<file path="config.mk">
export PLATFORM = sky130hd
export DESIGN_NAME = ex_div
export DESIGN_NICKNAME = d
export VERILOG_FILES = /design/src/rtl/ex_div.sv
export SDC_FILE = /design/constraint.sdc
export NUM_CORES = 1
export LEC_CHECK = 0
export ABC_AREA = 0
export CAP_MARGIN = 15
export CORE_MARGIN = 1.5
export CORE_UTILIZATION = 58
export DETAILED_ROUTE_END_ITERATION = 10
export PLACE_DENSITY = 0.84
export REMOVE_ABC_BUFFERS = 1
export SLEW_MARGIN = 5
export SYNTH_ARGS = -nofsm -noshare
export SYNTH_HDL_FRONTEND = slang
export SYNTH_SLANG_ARGS = --single-unit
</file>
<file path="constraint.sdc">
create_clock -name clk -period 3.8 [get_ports clk]
set_input_delay 0.76 -clock clk [delete_from_list [all_inputs] [get_ports clk]]
set_output_delay 0.76 -clock clk [all_outputs]
set_load 0.005 [all_outputs]
</file>
<file path="src/rtl/ex_div.sv">
// ex_div: iterative radix-2 restoring divider for RV32M DIV/DIVU/REM/REMU.
// A launch from IDLE latches the operands. A divide-by-zero or a signed
// overflow resolves in one cycle. Any other launch runs DATA_W shift/subtract
// steps in CALC, then the sign fix-up in END.
//
// Ports:
//   clk, rst      clock, synchronous active-high reset
//   startIn       launch request, sampled only in IDLE
//   opIn          funct3[1:0]: 00 DIV, 01 DIVU, 10 REM, 11 REMU
//   dividendIn    rs1 value
//   divisorIn     rs2 value
//   wAddrIn       destination register
//   flushIn       abort (jump); overrides startIn in IDLE
//   resultOut     quotient or remainder, held until the next completion
//   readyOut      one-cycle result-valid pulse
//   wAddrOut      destination register of the completed result
//   busyOut       high while state != IDLE
//   holdOut       combinational stall request to Ctrl
//
// state  | meaning
// IDLE   | waiting for startIn; special cases complete from here
// CALC   | one restoring step per cycle, DATA_W cycles
// END    | sign fix-up, result registered, back to IDLE
module ex_div #(
  parameter int DATA_W = 32,
  parameter int CNT_W  = 6
) (
  input  logic              clk,
  input  logic              rst,
  input  logic              startIn,
  input  logic [1:0]        opIn,
  input  logic [DATA_W-1:0] dividendIn,
  input  logic [DATA_W-1:0] divisorIn,
  input  logic [4:0]        wAddrIn,
  input  logic              flushIn,
  output logic [DATA_W-1:0] resultOut,
  output logic              readyOut,
  output logic [4:0]        wAddrOut,
  output logic              busyOut,
  output logic              holdOut
);

  typedef enum logic [1:0] {S_IDLE = 2'd0, S_CALC = 2'd1, S_END = 2'd2} state_t;

  localparam logic [DATA_W-1:0] MIN_NEG = {1'b1, {(DATA_W-1){1'b0}}};

  state_t            stateQ, stateD;
  logic [DATA_W-1:0] divisorQ, remQ, quotQ;
  logic [CNT_W-1:0]  cntQ;
  logic [4:0]        wAddrQ;
  logic              isRemQ, negQuotQ, negRemQ;

  logic              signedOp, divZero, overflow, special, launch, lastStep;
  logic [DATA_W-1:0] absDividend, absDivisor, specialResult, finalResult;
  logic [DATA_W:0]   remShift, remDiff;
  logic              remGe;

  assign signedOp    = ~opIn[0];
  assign absDividend = (signedOp && dividendIn[DATA_W-1]) ? -dividendIn : dividendIn;
  assign absDivisor  = (signedOp && divisorIn[DATA_W-1])  ? -divisorIn  : divisorIn;
  assign divZero     = (divisorIn == '0);
  assign overflow    = signedOp && (dividendIn == MIN_NEG) && (divisorIn == '1);
  assign special     = divZero || overflow;
  assign launch      = (stateQ == S_IDLE) && startIn && !flushIn;
  assign lastStep    = (cntQ == CNT_W'(DATA_W-1));

  always_comb begin
    specialResult = '0;
    if (divZero) specialResult = opIn[1] ? dividendIn : '1;
    else         specialResult = opIn[1] ? '0 : MIN_NEG;
  end

  // The remainder stays below the divisor, so the shifted value fits in
  // DATA_W+1 bits; the borrow out of that subtraction decides the step.
  assign remShift = {remQ, quotQ[DATA_W-1]};
  assign remDiff  = remShift - {1'b0, divisorQ};
  assign remGe    = ~remDiff[DATA_W];

  assign finalResult = isRemQ ? (negRemQ  ? -remQ  : remQ)
                              : (negQuotQ ? -quotQ : quotQ);

  // state register
  always_ff @(posedge clk) begin
    if (rst) stateQ <= S_IDLE;
    else     stateQ <= stateD;
  end

  // next state
  always_comb begin
    stateD = stateQ;
    case (stateQ)
      S_IDLE:  if (launch && !special) stateD = S_CALC;
      S_CALC:  if (flushIn) stateD = S_IDLE;
               else if (lastStep) stateD = S_END;
      S_END:   stateD = S_IDLE;
      default: stateD = S_IDLE;
    endcase
  end

  // outputs
  always_comb begin
    busyOut = (stateQ != S_IDLE);
    holdOut = (launch && !special) || (stateQ == S_CALC) || (stateQ == S_END);
  end

  // datapath
  always_ff @(posedge clk) begin
    if (rst) begin
      divisorQ  <= '0;
      remQ      <= '0;
      quotQ     <= '0;
      cntQ      <= '0;
      wAddrQ    <= '0;
      isRemQ    <= 1'b0;
      negQuotQ  <= 1'b0;
      negRemQ   <= 1'b0;
      resultOut <= '0;
      readyOut  <= 1'b0;
      wAddrOut  <= '0;
    end else begin
      readyOut <= 1'b0;
      case (stateQ)
        S_IDLE: begin
          if (launch) begin
            isRemQ   <= opIn[1];
            wAddrQ   <= wAddrIn;
            negQuotQ <= signedOp && (dividendIn[DATA_W-1] ^ divisorIn[DATA_W-1]);
            negRemQ  <= signedOp && dividendIn[DATA_W-1];
            if (special) begin
              resultOut <= specialResult;
              readyOut  <= 1'b1;
              wAddrOut  <= wAddrIn;
            end else begin
              divisorQ <= absDivisor;
              quotQ    <= absDividend;
              remQ     <= '0;
              cntQ     <= '0;
            end
          end
        end
        S_CALC: begin
          if (!flushIn) begin
            remQ  <= remGe ? remDiff[DATA_W-1:0] : remShift[DATA_W-1:0];
            quotQ <= {quotQ[DATA_W-2:0], remGe};
            cntQ  <= cntQ + CNT_W'(1);
          end
        end
        S_END: begin
          if (!flushIn) begin
            resultOut <= finalResult;
            readyOut  <= 1'b1;
            wAddrOut  <= wAddrQ;
          end
        end
        default: ;
      endcase
    end
  end

endmodule

</file>
Yosys cells after proc, flatten, opt, wreduce, memory -nomap -nowiden. Index checks and enable logic that the tools add are counted.

Input bits: 75. Word-level logic and storage cells: 94. Register bits after elaboration: 150. Output and inout bits: 40.

Reductions and logical operators: 23. Add/subtract/negate cells: 6. Bitwise gates (word level): 4. Equal/unequal tests: 12. Mux-type cells: 37.

Operators with widths (count): 32-bit two-way mux (18); 32-bit case mux with 2 select lines (3); 32-bit negation (4); 32-bit == test (second input constant) (2); 33-bit by 32-bit subtractor with 33-bit output (1); 32-bit zero test (1); 6-bit two-way mux (3); 5-bit two-way mux (3); 6-bit case mux with 2 select lines (1); 2-bit != test (second input constant) (5); 5-bit case mux with 2 select lines (1); 1-bit logical AND (8); 4-bit AND reduction (2); 6-bit by 1-bit adder with 6-bit output (second input constant) (1); 6-bit by 5-bit == test with 1-bit output (second input constant) (1); 2-bit two-way mux (3); 2-bit nonzero test (3); 2-bit case mux with 2 select lines (1); 2-bit AND reduction (2); 1-bit logical OR (3); 1-bit two-way mux (3); 3-bit != test (second input constant) (1); 1-bit NOT (3); 3-bit AND reduction (1); other kinds (7) (8).

Logic depth before layout (Yosys ltp). Gate-level depths: netlist of run 1.

Word-level depth: 8. Depth in mapped cells: 13. Gate-level depth less buffers: 12.

Worst setup path before layout of run 1. No wires, ideal clock.

Path type: input to register. From: in divisorIn[0]. To: reg divisorQ[30]. Arrival: 3.048 ns. Data required time: 3.714 ns. Setup time: 0.086 ns. Path buffers: 0. Setup slack: 0.667 ns. Stages on the path: 11. Cell sequence: inv_1 -> ha_1 -> or3b_2 -> or2_2 -> nor2_1 -> nand2_1 -> or2_2 -> nor4_2 -> a31oi_1 -> xnor2_1 -> a211oi_1.

Word-level cells in the longest chain between the ends: 5. Elaborated cells on any way between the ends: 8. Those cells by class: add/sub (1); eq/ne (1); mux (1); bitwise (1); reduce/logical (4).

RTL lines: from (decl) (RTL line 33) `input logic [DATA_W-1:0] divisorIn,`; parallel branches: the longest is 5 deep, another holds 32-bit negation; to (signal assigned) (RTL line 134) `divisorQ <= absDivisor;`; to (decl) (RTL line 48) `logic [DATA_W-1:0] divisorQ, remQ, quotQ;`.

Parallel ways; which one is timed is not known. A chain may end at the register's enable or synchronous reset.

Final worst setup path of run 1.
From: in divisorIn[0]. To: out holdOut.

Word-level cells in the longest chain between the ends: 7. Elaborated cells on any way between the ends: 8. Those cells by class: eq/ne (1); reduce/logical (7).

RTL lines: 32-bit == test (RTL line 62) `assign overflow = signedOp && (dividendIn == MIN_NEG) && (divisorIn == '1);`; 1-bit logical AND (RTL line 62); 1-bit logical OR (*) (RTL line 63) `assign special = divZero || overflow;`; 1-bit zero test (*) (RTL line 103) `holdOut = (launch && !special) || (stateQ == S_CALC) || (stateQ == S_END);`; 1-bit logical AND (*) (RTL line 103); 1-bit logical OR (*) (2 in series) (RTL line 103); to (decl) (RTL line 40) `output logic holdOut`.

Every way passes the cells marked *; elsewhere a longest branch is shown, timed or not.

==> results_dict.tcl, run 1 <==
set metrics [dict create \
    leakagePower_uw 0.005134 \
    hold_end "resultOut[11]" \
    rows 49 \
    antenna_found_initial 0 \
    worst_pin_slew_ns 1.025 \
    power.density_nw_per_um2 328.2 \
    die_x_um 139.8 \
    p_int_uw 3168 \
    cts_buffers 17 \
    start_kind "input port" \
    period_needed_ns 3.677 \
    status "finished, violations left" \
    multi_input_area_um2 7330 \
    syn_area_um2 10850 \
    synth-edff-count 0 \
    clk_latency_ns 0.44 \
    grt_pass1_vias 10990 \
    wl_um 33200 \
    crit_fanout 2 \
    crit_family "buffers and inverters" \
    vdd_drop_max_mv 0.3067 \
    cts.sinks 150 \
    cts_tree "done" \
    ant_nets 0 \
    fin_util 0.7417 \
    ys_ff_latch 150 \
    syn_inst 1427 \
    dpl.cell_count 1788 \
    grt_pass1_wl_um 54160 \
    dp_hpwl_um 23940 \
    yosys_warnings 0 \
    clock_skew_ns 0.01383 \
    slew_headroom 0.3141 \
    placed_area_um2 12800 \
    critPathMostFrequentCell "buf_4" \
    grt_use_total 0.3404 \
    cts_root_buf "clkbuf_16" \
    die-area_um2 19540 \
    fillers 1398 \
    synthFlopType "dfxtp_1" \
    slew_violations 0 \
    ys_types 71 \
    antennaDiodeCount 0 \
    required_ns 3.04 \
    ys_seq_area_frac 0.2767 \
    async_flop_share 0 \
    area_delta_synth_final_pct 24.03 \
    final_net_count 1693 \
    r2r_slack_ns 0.24 \
    criticalPathCategory "input port to output pin" \
    num_io_pins 115 \
    avgRoutedWirePerCell_um 18.25 \
    cp_cell_sequence "clkdlybuf4s50_1 > inv_1 > ha_1 > or3b_4 > nor4_4 > buf_4 > nand4_1 > buf_4 > o31ai_4 > o211ai_1 > buf_2" \
    p_comb_frac 0.208 \
    cp-end-kind "output pin" \
    synth.most_common_cell "dfxtp_1" \
    drive_above_1_share 0.1057 \
    yosysTopAreaCell "dfxtp_1" \
    core_um2 18150 \
    reg2reg_to "remQ[13]" \
    vias 11560 \
    path_clk_slew_ns 0.06 \
    grt_max_degree 69 \
    die_h_um 139.8 \
    reg2regPathDepth 12 \
    critical-path-max-stage-delay_ns 0.43 \
    drtPass1Iterations 9 \
    cts-htree-levels 4 \
    cts_hold_buffers 0 \
    drtIter0Drc 1263 \
    place_congestion 0.9349 \
    netSwitchingPower_uw 1249 \
    stdcell_count 1819 \
    clockPowerShare 0.412 \
    hold_path_depth 2 \
    crit_arrival_ns 2.92 \
    synth.area.top_cells "dfxtp_1 (28%), xor2_1 (6.6%), xnor2_1 (5.2%)" \
    syn_area_per_cell_um2 7.605 \
    finalSetupViolCount 0 \
    hold_class "flip-flop to flip-flop" \
    clock_path_buffers 2 \
    fmax_mhz 272.0 \
    fin_area_um2 13460 \
    ys_top_cells_by_count "dfxtp_1 (150), nor2_1 (149), nand2_1 (148), a21oi_1 (110), o21ai_0 (91)" \
    slowest_stage "clkdlybuf4s50_1" \
    hold_viol 0 \
    vias_per_cell 6.357 \
    synth_top_area_frac 0.2767 \
    seqCellArea_um2 3003 \
    io_buffer_count 114 \
    worstHoldStart "resultOut[11]" \
    drv_cap 0 \
    drc 8 \
    r2r_start "quotQ[31]" \
    rsz0062_at_grt "false" \
    path_buf_inv 5 \
    violations "DRC" \
    min_period_over_period 0.9676 \
    start_util 0.5980 \
    p_sw_frac 0.2827 \
    p_seq_frac 0.380 \
    overflow 0 \
]
[layer usage]
metal / share of wire / vias to the layer above / GRT usage
met4: 0.039 / 0 / 0.1668
met3: 0.080 / 109 / 0.06228
li1: - / 5480 / -
met1: 0.42 / 5397 / 0.4328
met5: 0 / - / 0
met2: 0.47 / 577 / 0.5564
[timing repair]
action,CTS,global route
setup buffers,0,0
pin swaps,0,1
gates cloned,0,0
resized for setup,6,2
setup endpoints to repair,1,1
[per-stage QoR]
| stage | hold slack, ns | TNS (ns) | setup slack [ns] | total power [uW] |
|---|---|---|---|---|
| 2_1_floorplan | 0.4388 | -54.72 | -0.8917 | 2229 |
| 3_3_place_gp | 0.4389 | -0.2081 | -0.2081 | 2578 |
| 3_5_place_dp | 0.4444 | -2.220 | -0.3083 | 2598 |
| 4_1_cts | 0.4525 | 0 | 0.04643 | 4389 |
| 5_1_grt | 0.4895 | 0 | 0.03235 | 4580 |
| 6_report | 0.4479 | 0 | 0.1233 | 4417 |
[tightest hold or removal path, delay by kind of cell, from the launching register on]
family | cells | cell delay [ns]
AND/OR/NAND/NOR | 2 | 0.09
flip-flops | 1 | 0.31
[worst max-delay path by stage]
stage	start	endpoint	slack (ns)	cells after the start
after floorplan	flushIn	remQ[31]	-0.89	6
after global placement	divisorIn[0]	holdOut	-0.21	11
after detailed placement	divisorIn[1]	holdOut	-0.31	11
after CTS	divisorIn[1]	holdOut	0.05	11
after global routing	divisorIn[0]	holdOut	0.03	11
final	divisorIn[0]	holdOut	0.12	11
[area by class of cell]
type	instances	area share
Sequential cell	150	0.2231
Tap cell	229	0.02129
Clock buffer	22	0.03523
Clock inverter	8	0.01097
Inverter	49	0.01367
Multi-Input combinational cell	1138	0.5446
Timing Repair Buffer	223	0.1512
[power groups by stage]
stage	registers (uW)	logic, uW	clock network [uW]
2_1_floorplan	1700	529	0
3_3_place_gp	1710	868	0
3_5_place_dp	1710	885	0
4_1_cts	1680	898	1810
5_1_grt	1680	1010	1890
6_report	1680	920	1820
[state kept, by name, indices dropped and copies added, names as in the netlist, 2 cells and up]
| name | count |
|---|---|
| resultOut | 32 |
| quotQ | 32 |
| divisorQ | 32 |
| stateQ | 2 |
| remQ | 32 |
| wAddrOut | 5 |
| wAddrQ | 5 |
| cntQ | 6 |
[kinds of logic (layout without fill, tap and decap cells)]
| family | count (synthesis) | after routing | share of synthesized area |
|---|---|---|---|
| xor+xnor | 147 | 147 | 0.1186 |
| mux | 26 | 26 | 0.02398 |
| compound gates | 436 | 436 | 0.2629 |
| flops | 150 | 150 | 0.2767 |
| buf+inv | 139 | 302 | 0.05131 |
| simple gates | 490 | 490 | 0.2208 |
| fa+ha+maj | 39 | 39 | 0.04566 |
[layout by cell type, fill, tap and decap left out, types with 10 or more instances in the layout]
cell type / n
xor2_1: 82
ha_1: 38
o41ai_1: 10
nand3_1: 27
a22oi_1: 28
nand4_1: 18
a311oi_1: 15
or3_1: 19
nand2b_1: 27
o22ai_1: 11
a21oi_1: 110
mux2i_1: 26
nor3_1: 28
o21ai_0: 91
a22o_1: 15
inv_1: 49
a21o_1: 11
nand2_1: 148
o211ai_1: 19
a31oi_1: 16
buf_4: 103
clkdlybuf4s50_1: 112
o31ai_1: 30
a211oi_1: 40
clkbuf_16: 17
nor2_1: 148
dfxtp_1: 150
nor4_1: 11
xnor2_1: 65
No activity file was read; power rests on OpenSTA's default activity.
==> run 2, diff against run 1 <==
- CORE_UTILIZATION: 58 -> 65
- DONT_BUFFER_PORTS: not set -> 1
- clock period: 3.8 -> 4.21 ns (I/O delays scaled with it)
==> run 2 against run 1 <==
Against the previous run: the flow now finishes without violations; critical path depth fell by 6; sequential power fell by 9.5%; die area fell by 11%; clock-buffer cell count fell by 1; sequential cell count did not move; utilization fell by 3.9 points; hold slack improved by 0.032 ns; global-route usage rose by 0.86 points; clock power fell by 14%; total power fell by 16%; non-clock buffer count fell by 201; critical path type unchanged.
==> results_dict.tcl, run 2 (same netlist as run 1, synthesis figures left out) <==
set metrics [dict create \
    status "finished clean" \
    slew_headroom 0.3116 \
    final_common_cell "dfxtp_1" \
    required_ns 3.37 \
    drc 0 \
    clk_latency_ns 0.44 \
    crit_arrival_ns 3.12 \
    clock_skew_ns 0.008631 \
    fin_util 0.7023 \
    final_net_count 1492 \
    overflow 0 \
    cts_tree "done" \
    dpl_worst_slack_ns 0.1545 \
    vias 10660 \
    core_um2 16470 \
    start_util 0.6590 \
    io_buffer_count 0 \
    cts_hold_buffers 0 \
    cts_buffers 17 \
    min_period_over_period 0.9411 \
    cts-htree-levels 4 \
    dp_hpwl_um 21910 \
    post_cts_resize_count 0 \
    mostFrequentLayoutCells "dfxtp_1 (150), nor2_1 (148), nand2_1 (148)" \
    worst_pin_slew_ns 1.033 \
    slew_violations 0 \
    hold_class "flip-flop to flip-flop" \
    avgRoutedWirePerCell_um 19.22 \
    rsz0062_at_grt "false" \
    hold_ws_ns 0.4796 \
    die_x_um 132.2 \
    wl_um 30970 \
    drtPass1Iterations 6 \
    die_h_um 132.2 \
    drv_cap 0 \
    die-area_um2 17480 \
    hold_viol 0 \
    criticalPathCategory "input port to output pin" \
    start_kind "input port" \
    drtIter0Drc 1110 \
    place_congestion 0.9395 \
    grt_pass1_vias 10050 \
    path_clk_slew_ns 0.06 \
    cp-end-kind "output pin" \
    cts.sinks 150 \
    vias_per_cell 6.618 \
    antenna_found_initial 1 \
    power.density_nw_per_um2 321.8 \
    area_delta_synth_final_pct 6.561 \
    drive_above_1_share 0.05755 \
    finalSetupViolCount 0 \
    ant_nets 0 \
    num_io_pins 115 \
    leakagePower_uw 0.004249 \
    clock_path_buffers 2 \
    fmax_mhz 252.4 \
    period_needed_ns 3.962 \
    placed_area_um2 10960 \
    crit_fanout 7 \
    grt_max_degree 104 \
    post_cts_buffers 0 \
    cts_root_buf "clkbuf_16" \
    fin_area_um2 11560 \
    vdd_drop_max_mv 0.3143 \
    grt_pass1_wl_um 49800 \
    rows 47 \
    setup_ws_ns 0.2478 \
    grt_use_total 0.3490 \
]
-- run 2: changes by cell type in the layout (fill, tap and decap cells not counted), moves of 2 or more --
cell | before | now
buf_12 | 6 | 2
buf_4 | 103 | 20
nor4_1 | 11 | 13
clkinv_2 | 2 | 6
clkinv_4 | 2 | 0
clkdlybuf4s50_1 | 112 | 0
-- run 2: layout make-up --
type,instances,area [um2]
antenna,1,2.502
clock buffer,21,470.5
clock inverter,10,127.6
fill,1342,4902
inverter,49,183.9
multi-input combinational,1138,7311
sequential,150,3003
tap,220,275.3
timing repair buffer,22,190.2
-- run 2: metrics by stage --
step | instances | setup TNS [ns] | power [uW]
after detailed placement | 1579 | 0 | 2157
after global placement | 1579 | 0 | 2146
after global routing | 1610 | 0 | 3854
final | 1611 | 0 | 3722
after floorplan | 1337 | -26.41 | 2012
after CTS | 1610 | 0 | 3714
-- run 2: worst paths after layout --
check / to / cells past startpoint / slack [ns] / startpoint
worst max-delay path: holdOut / 5 / 0.25 / dividendIn[27]
worst min-delay path: resultOut[11] / 2 / 0.48 / resultOut[11]
worst max register to register: remQ[20] / 12 / 0.66 / quotQ[31]
worst min register to register: resultOut[11] / 2 / 0.48 / resultOut[11]
-- run 2: worst max-delay path, cell delays in order --
cell      delay (ns)
or3_1           0.42
nor4_1          0.77
nand4_1         0.36
o31ai_4         0.48
o211ai_1        0.24
-- run 2: power breakdown --
group	switching [uW]	leakage [uW]	total (uW)	internal, uW
clock	602	0.000298	1570	969
sequential	49.9	0.00122	1520	1470
combinational	379	0.00273	635	256
total	1030	0.00425	3720	2690
-- run 2: metal layers --
metal  wire length, um  global-route usage
met1             12980              0.4457
met2             14200              0.5596
met3              2504             0.08535
met4              1277              0.1575
met5                 0                   0
==> run 3, diff against run 2 <==
- SKIP_LAST_GASP: not set -> 1
==> results of run 3 <==
Final layout, timing and power as in run 2 (identical DEF).
